--- src/rtl/calc_sequencer_if.sv ---
// Operand-entry / result bus between a keypad front end and calc_sequencer.
//   num, num_pressed   : decimal digit and its one-cycle strobe
//   opt, opt_pressed   : opcode and its one-cycle strobe
//   submit             : one-cycle "=" strobe
//   disp               : entry value or result register (W bits)
//   disp_is_result     : disp currently shows the result register
//   result_valid       : one-cycle pulse on a new result
//   busy               : operation in progress
//   zero, carry, neg   : flags of the last completed operation
// master drives the strobes, slave (the sequencer) drives the outputs.
interface calc_sequencer_if #(
  parameter int unsigned BYTES = 2
);
  localparam int unsigned W = 8 * BYTES;

  logic [3:0]   num;
  logic         num_pressed;
  logic [2:0]   opt;
  logic         opt_pressed;
  logic         submit;
  logic [W-1:0] disp;
  logic         disp_is_result;
  logic         result_valid;
  logic         busy;
  logic         zero;
  logic         carry;
  logic         neg;

  modport master (
    output num, num_pressed, opt, opt_pressed, submit,
    input  disp, disp_is_result, result_valid, busy, zero, carry, neg
  );

  modport slave (
    input  num, num_pressed, opt, opt_pressed, submit,
    output disp, disp_is_result, result_valid, busy, zero, carry, neg
  );
endinterface

--- src/rtl/calc_sequencer.sv ---
// Keypad calculator sequencer: accumulates decimal operands, latches an
// operator, and executes it one byte per cycle (LSB first) on a W-bit datapath.
// Ports: clk, reset (async, active-high), bus (calc_sequencer_if.slave).
// Optional macro CALC_SAT_EN: add overflow clamps to all-ones, sub underflow
// clamps to zero; carry still reports the raw overflow/borrow.
module calc_sequencer #(
  parameter int unsigned BYTES = 2
) (
  input  logic             clk,
  input  logic             reset,
  calc_sequencer_if.slave  bus
);
  localparam int unsigned W     = 8 * BYTES;
  localparam int unsigned IDX_W = 2;
  localparam int unsigned EXT_W = W + 4;

  localparam logic [IDX_W-1:0] LAST_IDX  = IDX_W'(BYTES - 1);
  localparam logic [EXT_W-1:0] ENTRY_MAX = {4'b0000, {W{1'b1}}};

  localparam logic [2:0] S_IDLE    = 3'd0;
  localparam logic [2:0] S_ENTRY_A = 3'd1;
  localparam logic [2:0] S_OP_WAIT = 3'd2;
  localparam logic [2:0] S_ENTRY_B = 3'd3;
  localparam logic [2:0] S_EXEC    = 3'd4;
  localparam logic [2:0] S_DONE    = 3'd5;

  localparam logic [2:0] OP_ADD = 3'd0;
  localparam logic [2:0] OP_SUB = 3'd1;
  localparam logic [2:0] OP_AND = 3'd2;
  localparam logic [2:0] OP_OR  = 3'd3;
  localparam logic [2:0] OP_XOR = 3'd4;
  localparam logic [2:0] OP_CMP = 3'd5;

  logic [2:0]       state, state_n;
  logic [W-1:0]     entry, entry_n;
  logic [W-1:0]     a_reg, a_n;
  logic [W-1:0]     b_reg, b_n;
  logic [2:0]       op_reg, op_n;
  logic [2:0]       chain_op, chain_op_n;
  logic             chain, chain_n;
  logic [W-1:0]     result, result_n;
  logic [IDX_W-1:0] byte_idx, byte_idx_n;
  logic             cy, cy_n;
  logic             zero_r, zero_n;
  logic             carry_r, carry_n;
  logic             neg_r, neg_n;
  logic [W-1:0]     disp_r, disp_n;
  logic             dir_r, dir_n;
  logic             busy_r, busy_n;
  logic             rv_r, rv_n;

  // Strobe arbitration: submit > operator > digit; lower ones are dropped.
  logic             sub_s, opt_s, num_s;
  logic [EXT_W-1:0] acc_ext;
  logic             acc_ok;

  always_comb begin
    sub_s   = bus.submit;
    opt_s   = bus.opt_pressed & ~bus.submit;
    num_s   = bus.num_pressed & ~bus.submit & ~bus.opt_pressed & (bus.num < 4'd10);
    acc_ext = EXT_W'(entry) * EXT_W'(10) + EXT_W'(bus.num);
    acc_ok  = (acc_ext <= ENTRY_MAX);
  end

  // Byte-serial ALU slice for the byte selected by byte_idx.
  logic [4:0]   sh;
  logic [7:0]   a_byte, b_byte, res_byte;
  logic [8:0]   sum9, diff9;
  logic         cy_out, last;
  logic [W-1:0] merged, final_val;

  always_comb begin
    sh     = {byte_idx, 3'b000};
    a_byte = 8'(a_reg >> sh);
    b_byte = 8'(b_reg >> sh);
    sum9   = {1'b0, a_byte} + {1'b0, b_byte} + {8'b0, cy};
    diff9  = {1'b0, a_byte} - {1'b0, b_byte} - {8'b0, cy};
    res_byte = b_byte;
    cy_out   = 1'b0;
    case (op_reg)
      OP_ADD:         begin res_byte = sum9[7:0];  cy_out = sum9[8];  end
      OP_SUB, OP_CMP: begin res_byte = diff9[7:0]; cy_out = diff9[8]; end
      OP_AND:         res_byte = a_byte & b_byte;
      OP_OR:          res_byte = a_byte | b_byte;
      OP_XOR:         res_byte = a_byte ^ b_byte;
      default:        res_byte = b_byte;
    endcase
    last   = (byte_idx == LAST_IDX);
    merged = (result & ~(W'(8'hFF) << sh)) | (W'(res_byte) << sh);
`ifdef CALC_SAT_EN
    // Clamp is folded into the final byte write so DONE already shows it.
    if (op_reg == OP_ADD && cy_out)      final_val = {W{1'b1}};
    else if (op_reg == OP_SUB && cy_out) final_val = '0;
    else                                 final_val = merged;
`else
    final_val = merged;
`endif
  end

  // Next-state and datapath update.
  always_comb begin
    state_n    = state;
    entry_n    = entry;
    a_n        = a_reg;
    b_n        = b_reg;
    op_n       = op_reg;
    chain_op_n = chain_op;
    chain_n    = chain;
    result_n   = result;
    byte_idx_n = byte_idx;
    cy_n       = cy;
    zero_n     = zero_r;
    carry_n    = carry_r;
    neg_n      = neg_r;
    rv_n       = 1'b0;

    case (state)
      S_IDLE: begin
        if (opt_s) begin
          a_n     = result;
          op_n    = bus.opt;
          state_n = S_OP_WAIT;
        end else if (num_s) begin
          entry_n = W'(bus.num);
          state_n = S_ENTRY_A;
        end
      end
      S_ENTRY_A: begin
        if (sub_s) begin
          result_n = entry;
          rv_n     = 1'b1;
          zero_n   = (entry == '0);
          carry_n  = 1'b0;
          neg_n    = 1'b0;
          state_n  = S_IDLE;
        end else if (opt_s) begin
          a_n     = entry;
          op_n    = bus.opt;
          entry_n = '0;
          state_n = S_OP_WAIT;
        end else if (num_s && acc_ok) begin
          entry_n = W'(acc_ext);
        end
      end
      S_OP_WAIT: begin
        if (opt_s) begin
          op_n = bus.opt;
        end else if (num_s) begin
          entry_n = W'(bus.num);
          state_n = S_ENTRY_B;
        end
      end
      S_ENTRY_B: begin
        if (sub_s || opt_s) begin
          b_n        = entry;
          chain_n    = opt_s;
          chain_op_n = opt_s ? bus.opt : chain_op;
          byte_idx_n = '0;
          cy_n       = 1'b0;
          state_n    = S_EXEC;
        end else if (num_s && acc_ok) begin
          entry_n = W'(acc_ext);
        end
      end
      S_EXEC: begin
        cy_n       = cy_out;
        byte_idx_n = byte_idx + IDX_W'(1);
        if (op_reg != OP_CMP) result_n = last ? final_val : merged;
        if (last) begin
          if (op_reg == OP_CMP) begin
            zero_n  = (a_reg == b_reg);
            carry_n = cy_out;
            neg_n   = cy_out;
          end else begin
            zero_n  = (final_val == '0);
            carry_n = (op_reg == OP_ADD || op_reg == OP_SUB) ? cy_out : 1'b0;
            neg_n   = (op_reg == OP_SUB) ? final_val[W-1] : 1'b0;
          end
          rv_n    = 1'b1;
          state_n = S_DONE;
        end
      end
      S_DONE: begin
        if (chain) begin
          a_n     = result;
          op_n    = chain_op;
          entry_n = '0;
          state_n = S_OP_WAIT;
        end else begin
          state_n = S_IDLE;
        end
        chain_n = 1'b0;
      end
      default: state_n = S_IDLE;
    endcase

    // Outputs are registered from next-state values so they track the state.
    dir_n  = !(state_n == S_ENTRY_A || state_n == S_ENTRY_B);
    disp_n = dir_n ? result_n : entry_n;
    busy_n = (state_n == S_EXEC || state_n == S_DONE);
  end

  // State and output registers.
  always_ff @(posedge clk or posedge reset) begin
    if (reset) begin
      state    <= S_IDLE;
      entry    <= '0;
      a_reg    <= '0;
      b_reg    <= '0;
      op_reg   <= '0;
      chain_op <= '0;
      chain    <= 1'b0;
      result   <= '0;
      byte_idx <= '0;
      cy       <= 1'b0;
      zero_r   <= 1'b0;
      carry_r  <= 1'b0;
      neg_r    <= 1'b0;
      disp_r   <= '0;
      dir_r    <= 1'b1;
      busy_r   <= 1'b0;
      rv_r     <= 1'b0;
    end else begin
      state    <= state_n;
      entry    <= entry_n;
      a_reg    <= a_n;
      b_reg    <= b_n;
      op_reg   <= op_n;
      chain_op <= chain_op_n;
      chain    <= chain_n;
      result   <= result_n;
      byte_idx <= byte_idx_n;
      cy       <= cy_n;
      zero_r   <= zero_n;
      carry_r  <= carry_n;
      neg_r    <= neg_n;
      disp_r   <= disp_n;
      dir_r    <= dir_n;
      busy_r   <= busy_n;
      rv_r     <= rv_n;
    end
  end

  assign bus.disp           = disp_r;
  assign bus.disp_is_result = dir_r;
  assign bus.result_valid   = rv_r;
  assign bus.busy           = busy_r;
  assign bus.zero           = zero_r;
  assign bus.carry          = carry_r;
  assign bus.neg            = neg_r;
endmodule

--- src/flat_wrapper.sv ---
// flat-port wrapper written by rule: the top's interface ports become plain ports
module calc_sequencer_flat 
#(
  parameter int unsigned BYTES = 2
)
  (clk, reset, bus_num, bus_num_pressed, bus_opt, bus_opt_pressed, bus_submit, bus_disp, bus_disp_is_result, bus_result_valid, bus_busy, bus_zero, bus_carry, bus_neg);
  calc_sequencer_if #(.BYTES(BYTES)) bus_i ();
  input  logic clk;
  input  logic reset;
  input wire logic [$bits(bus_i.num)-1:0] bus_num;
  input wire logic [$bits(bus_i.num_pressed)-1:0] bus_num_pressed;
  input wire logic [$bits(bus_i.opt)-1:0] bus_opt;
  input wire logic [$bits(bus_i.opt_pressed)-1:0] bus_opt_pressed;
  input wire logic [$bits(bus_i.submit)-1:0] bus_submit;
  output wire logic [$bits(bus_i.disp)-1:0] bus_disp;
  output wire logic [$bits(bus_i.disp_is_result)-1:0] bus_disp_is_result;
  output wire logic [$bits(bus_i.result_valid)-1:0] bus_result_valid;
  output wire logic [$bits(bus_i.busy)-1:0] bus_busy;
  output wire logic [$bits(bus_i.zero)-1:0] bus_zero;
  output wire logic [$bits(bus_i.carry)-1:0] bus_carry;
  output wire logic [$bits(bus_i.neg)-1:0] bus_neg;
  assign bus_i.num = bus_num;
  assign bus_i.num_pressed = bus_num_pressed;
  assign bus_i.opt = bus_opt;
  assign bus_i.opt_pressed = bus_opt_pressed;
  assign bus_i.submit = bus_submit;
  assign bus_disp = bus_i.disp;
  assign bus_disp_is_result = bus_i.disp_is_result;
  assign bus_result_valid = bus_i.result_valid;
  assign bus_busy = bus_i.busy;
  assign bus_zero = bus_i.zero;
  assign bus_carry = bus_i.carry;
  assign bus_neg = bus_i.neg;
  calc_sequencer #(.BYTES(BYTES)) u_core (.clk(clk), .reset(reset), .bus(bus_i));
endmodule
--- config.mk ---
export PLATFORM = sky130hd
export DESIGN_NAME = calc_sequencer_flat
export DESIGN_NICKNAME = d
export VERILOG_FILES = /design/src/rtl/calc_sequencer_if.sv /design/src/rtl/calc_sequencer.sv /design/src/flat_wrapper.sv
export SDC_FILE = /design/constraint.sdc
export NUM_CORES = 1
export LEC_CHECK = 0
export ABC_AREA = 1
export CORE_ASPECT_RATIO = 1.75
export CORE_MARGIN = 10
export CORE_UTILIZATION = 40
export CTS_CLUSTER_SIZE = 28
export DETAILED_ROUTE_END_ITERATION = 10
export PLACE_DENSITY = 0.67
export SYNTH_ARGS = -nofsm -noshare
export SYNTH_HDL_FRONTEND = slang
export SYNTH_SLANG_ARGS = --single-unit
--- constraint.sdc ---
create_clock -name clk -period 11.8 [get_ports clk]
set_input_delay 3.54 -clock clk [delete_from_list [all_inputs] [get_ports clk]]
set_output_delay 3.54 -clock clk [all_outputs]
set_load 0.03 [all_outputs]
==> metrics.md <==
| Metric | Value |
|---|---|
| Initial antenna violation count | `0` |
| Pwr dens | `291 nW/um2` |
| Slew Viols, Final | `0` |
| Worst EP arrival | `around 6600 ps` |
| Routed vias | `about 8300` |
| Area growth syn-to-layout | `10.6%` |
| Share of synthesized registers carrying an async set or reset | `between 90% and 100%` |
| WP data required | `about 12000 ps` |
| Leak | `about 4.7 nW` |
| Startpoint Class | `primary input` |
| Num rows | `70` |
| Post-synth EDFFs | `0` |
| Syn Area/Cell | `approximately 6.7 um2` |
| IO buf count | `33` |
| Slew @ Worst Pin | `approximately 1000 ps` |
| Num CTS Buffers | `9` |
| RSZ-0062 raised after global routing | `false` |
| Number of H-tree levels | `3` |
| Outcome | `finished clean` |
| Die Area | `~27000 um2` |
| Drt via density | `5.43` |
| Total wire length | `approximately 26000 um` |
| Post-synthesis cell area | `8400 um2` |
| Cts repair resizes | `0` |
| Final HPWL DP | `22200 um` |
| Post-synthesis cell type count | `between 40 and 50` |
| Largest net degree at the start of global routing | `52` |
| Boundary Pins | `34` |
| Post-CTS setup buffers | `0` |
| Clk buf depth | `2` |
| Rel. slew slack | `34.3%` |
| Cell area after layout | `9300 um2` |
| Die H | `roughly 210 um` |
| Vias in the first global route | `8337` |
| Nets@finish | `1349` |
| Routed length per placed instance | `~17 um` |
| Filler cells | `~2100` |
| Pre-antenna DRT Iters | `5` |
| Sequential element share of the synthesized area | `29.5%` |
| N_diodes | `0` |
| DRC Markers | `0` |
| Die width | `approximately 130 um` |
| Final hold vios | `0` |
| Area of placed instances | `about 9000 um2` |
| Share of layout cells above drive strength 1 | `5.73%` |
| Setup TNS | `0 ps` |
| Max Cap Viol | `0` |
| Yosys warnings | `0` |
| Cell count after synthesis | `between 1000 and 1500` |
| Max Fclk | `0.158 GHz` |
| Synth top area cells | `dfrtp_1 (29%), nand2_1 (16%), ha_1 (9.1%)` |
| CTS clk-pin slew, worst paths | `roughly 70 ps` |
| Most used DFF post-synth | `dfrtp_1` |
| FF+latch count, synth | `99` |
| Synthesized net count | `approximately 1300` |
| Global-route wire length before repair | `between 40000 and 50000 um` |
| Clock Latency Late Sink | `roughly 360 ps` |
| CP endpoint kind | `register` |
| GP Congestion | `around 1` |
| Final ANT Viol Nets | `0` |
| CTS root buf | `clkbuf_16` |
| Core area | `roughly 21000 um2` |
| Cts hold-fix bufs | `0` |
| Yosys top cell by area | `dfrtp_1` |
| Clk sinks | `99` |
| Worst-path fanout max | `16` |
| Worst VDD drop | `around 88 uV` |
| WS Path Type | `in2reg` |
| Final Setup Violations | `0` |
| Final period util | `53.6%` |
| GRT overflow | `0` |
| Worst Clk Skew | `~9.3 ps` |
| Synth top area share | `between 20% and 30%` |
| Number of DRC markers in iteration 0 | `approximately 550` |
| Min-Delay Path Class | `reg2reg` |
| Global-route usage over all layers | `19.7%` |
| CTS tree | `built` |
| Fin crit period | `6320 ps` |
| Starting Density | `~40%` |
==> final timing paths <==
kind | start | end | slack (ps) | cells past startpoint
max in group asynchronous | reset | u_core.a_reg[7] | 7120 | 3
min in group asynchronous | reset | u_core.result[0] | 3590 | 2
worst max register to register | u_core.byte_idx[0] | u_core.bus.carry | 6900 | 18
worst min-delay path | u_core.chain_op[2] | u_core.chain_op[2] | 510 | 2
worst min register to register | u_core.chain_op[2] | u_core.chain_op[2] | 510 | 2
worst max-delay path | bus_num[1] | u_core.bus.disp[4] | 5480 | 18
==> power breakdown <==
part | internal (mW) | switching [mW] | leakage [nW]
Sequential | 0.477 | 0.144 | 1.30
Combinational | 0.581 | 1.17 | 3.28
Clock | 0.190 | 0.141 | 0.160
==> critical path, cell delays in order <==
cell,delay [ps]
clkdlybuf4s50_1,520
ha_1,230
fa_1,230
nand2_1,70
a21boi_1,190
nand2_1,70
nor2_1,150
nand3_1,120
nor2_1,180
nand3_1,100
nand3_1,80
nand2_1,290
nand3_4,370
nand2_1,80
nand3_1,70
o21ai_0,120
nand2_1,90
nand2_1,60
==> synthesized netlist by cell type, types with 7 or more instances <==
master and number:
xnor2_1 8, nand2_1 351, nand3_2 17, clkbuf_1 19
inv_1 193, ha_1 61, o21ai_0 104, nor3_1 8
nand2_2 20, o22ai_1 17, dfrtp_1 98, nor2_1 84
xor2_1 12, a21oi_1 41, o211ai_1 10, nand4_1 29
nand3_1 98, a22oi_1 7
==> kinds of logic after synthesis <==
family | after synthesis | share of synthesized area (%)
AND/OR/NAND/NOR | 625 | 33.1
buffers and inverters | 227 | 10.5
AO/OA/AOI/OAI | 210 | 14.4
flip-flops | 99 | 29.5
adder cells (fa/ha/maj) | 67 | 10.5
XOR/XNOR | 20 | 2.08
==> layout by cell type (no fill, tap or decap), drive strengths merged, types with 10 or more instances in the layout <==
| cell type | n |
|---|---|
| inv | 201 |
| nor2 | 89 |
| clkdlybuf4s50 | 33 |
| o22ai | 17 |
| nand3 | 116 |
| nand4 | 29 |
| ha | 61 |
| nand2 | 371 |
| xor2 | 12 |
| dfrtp | 98 |
| a21oi | 42 |
| o211ai | 10 |
| o21ai | 106 |
==> area by class of cell <==
type	count	area (um2)	share of cell area [%]
Clock buffer	9	225	2.42
Clock inverter	7	108	1.16
Inverter	199	749	8.06
Multi-Input combinational cell	922	5050	54.3
Sequential cell	99	2480	26.7
Tap cell	252	315	3.39
Timing Repair Buffer	39	375	4.04
==> metal layers <==
layer  track usage [%]  vias to the layer above  share of wire (%)
met5                 0                        -                  0
met4              16.2                        0                8.3
met3              2.13                      100                2.8
met2              38.3                      217                 56
met1              17.1                     3858                 33
li1                  -                     4124                  -
==> stage by stage <==
step	cells	utilization, %	setup slack, ps	hold slack, ps	power, mW
after global routing	1527	44.8	5150	533	2.93
after floorplan	1248	-	5670	454	1.83
final	1527	44.8	5480	509	2.70
after global placement	1511	43.2	5200	474	2.33
after detailed placement	1511	43.2	5110	495	2.36
after CTS	1527	44.8	5480	515	2.70
Note: power is estimated with default switching activity, not from simulation.
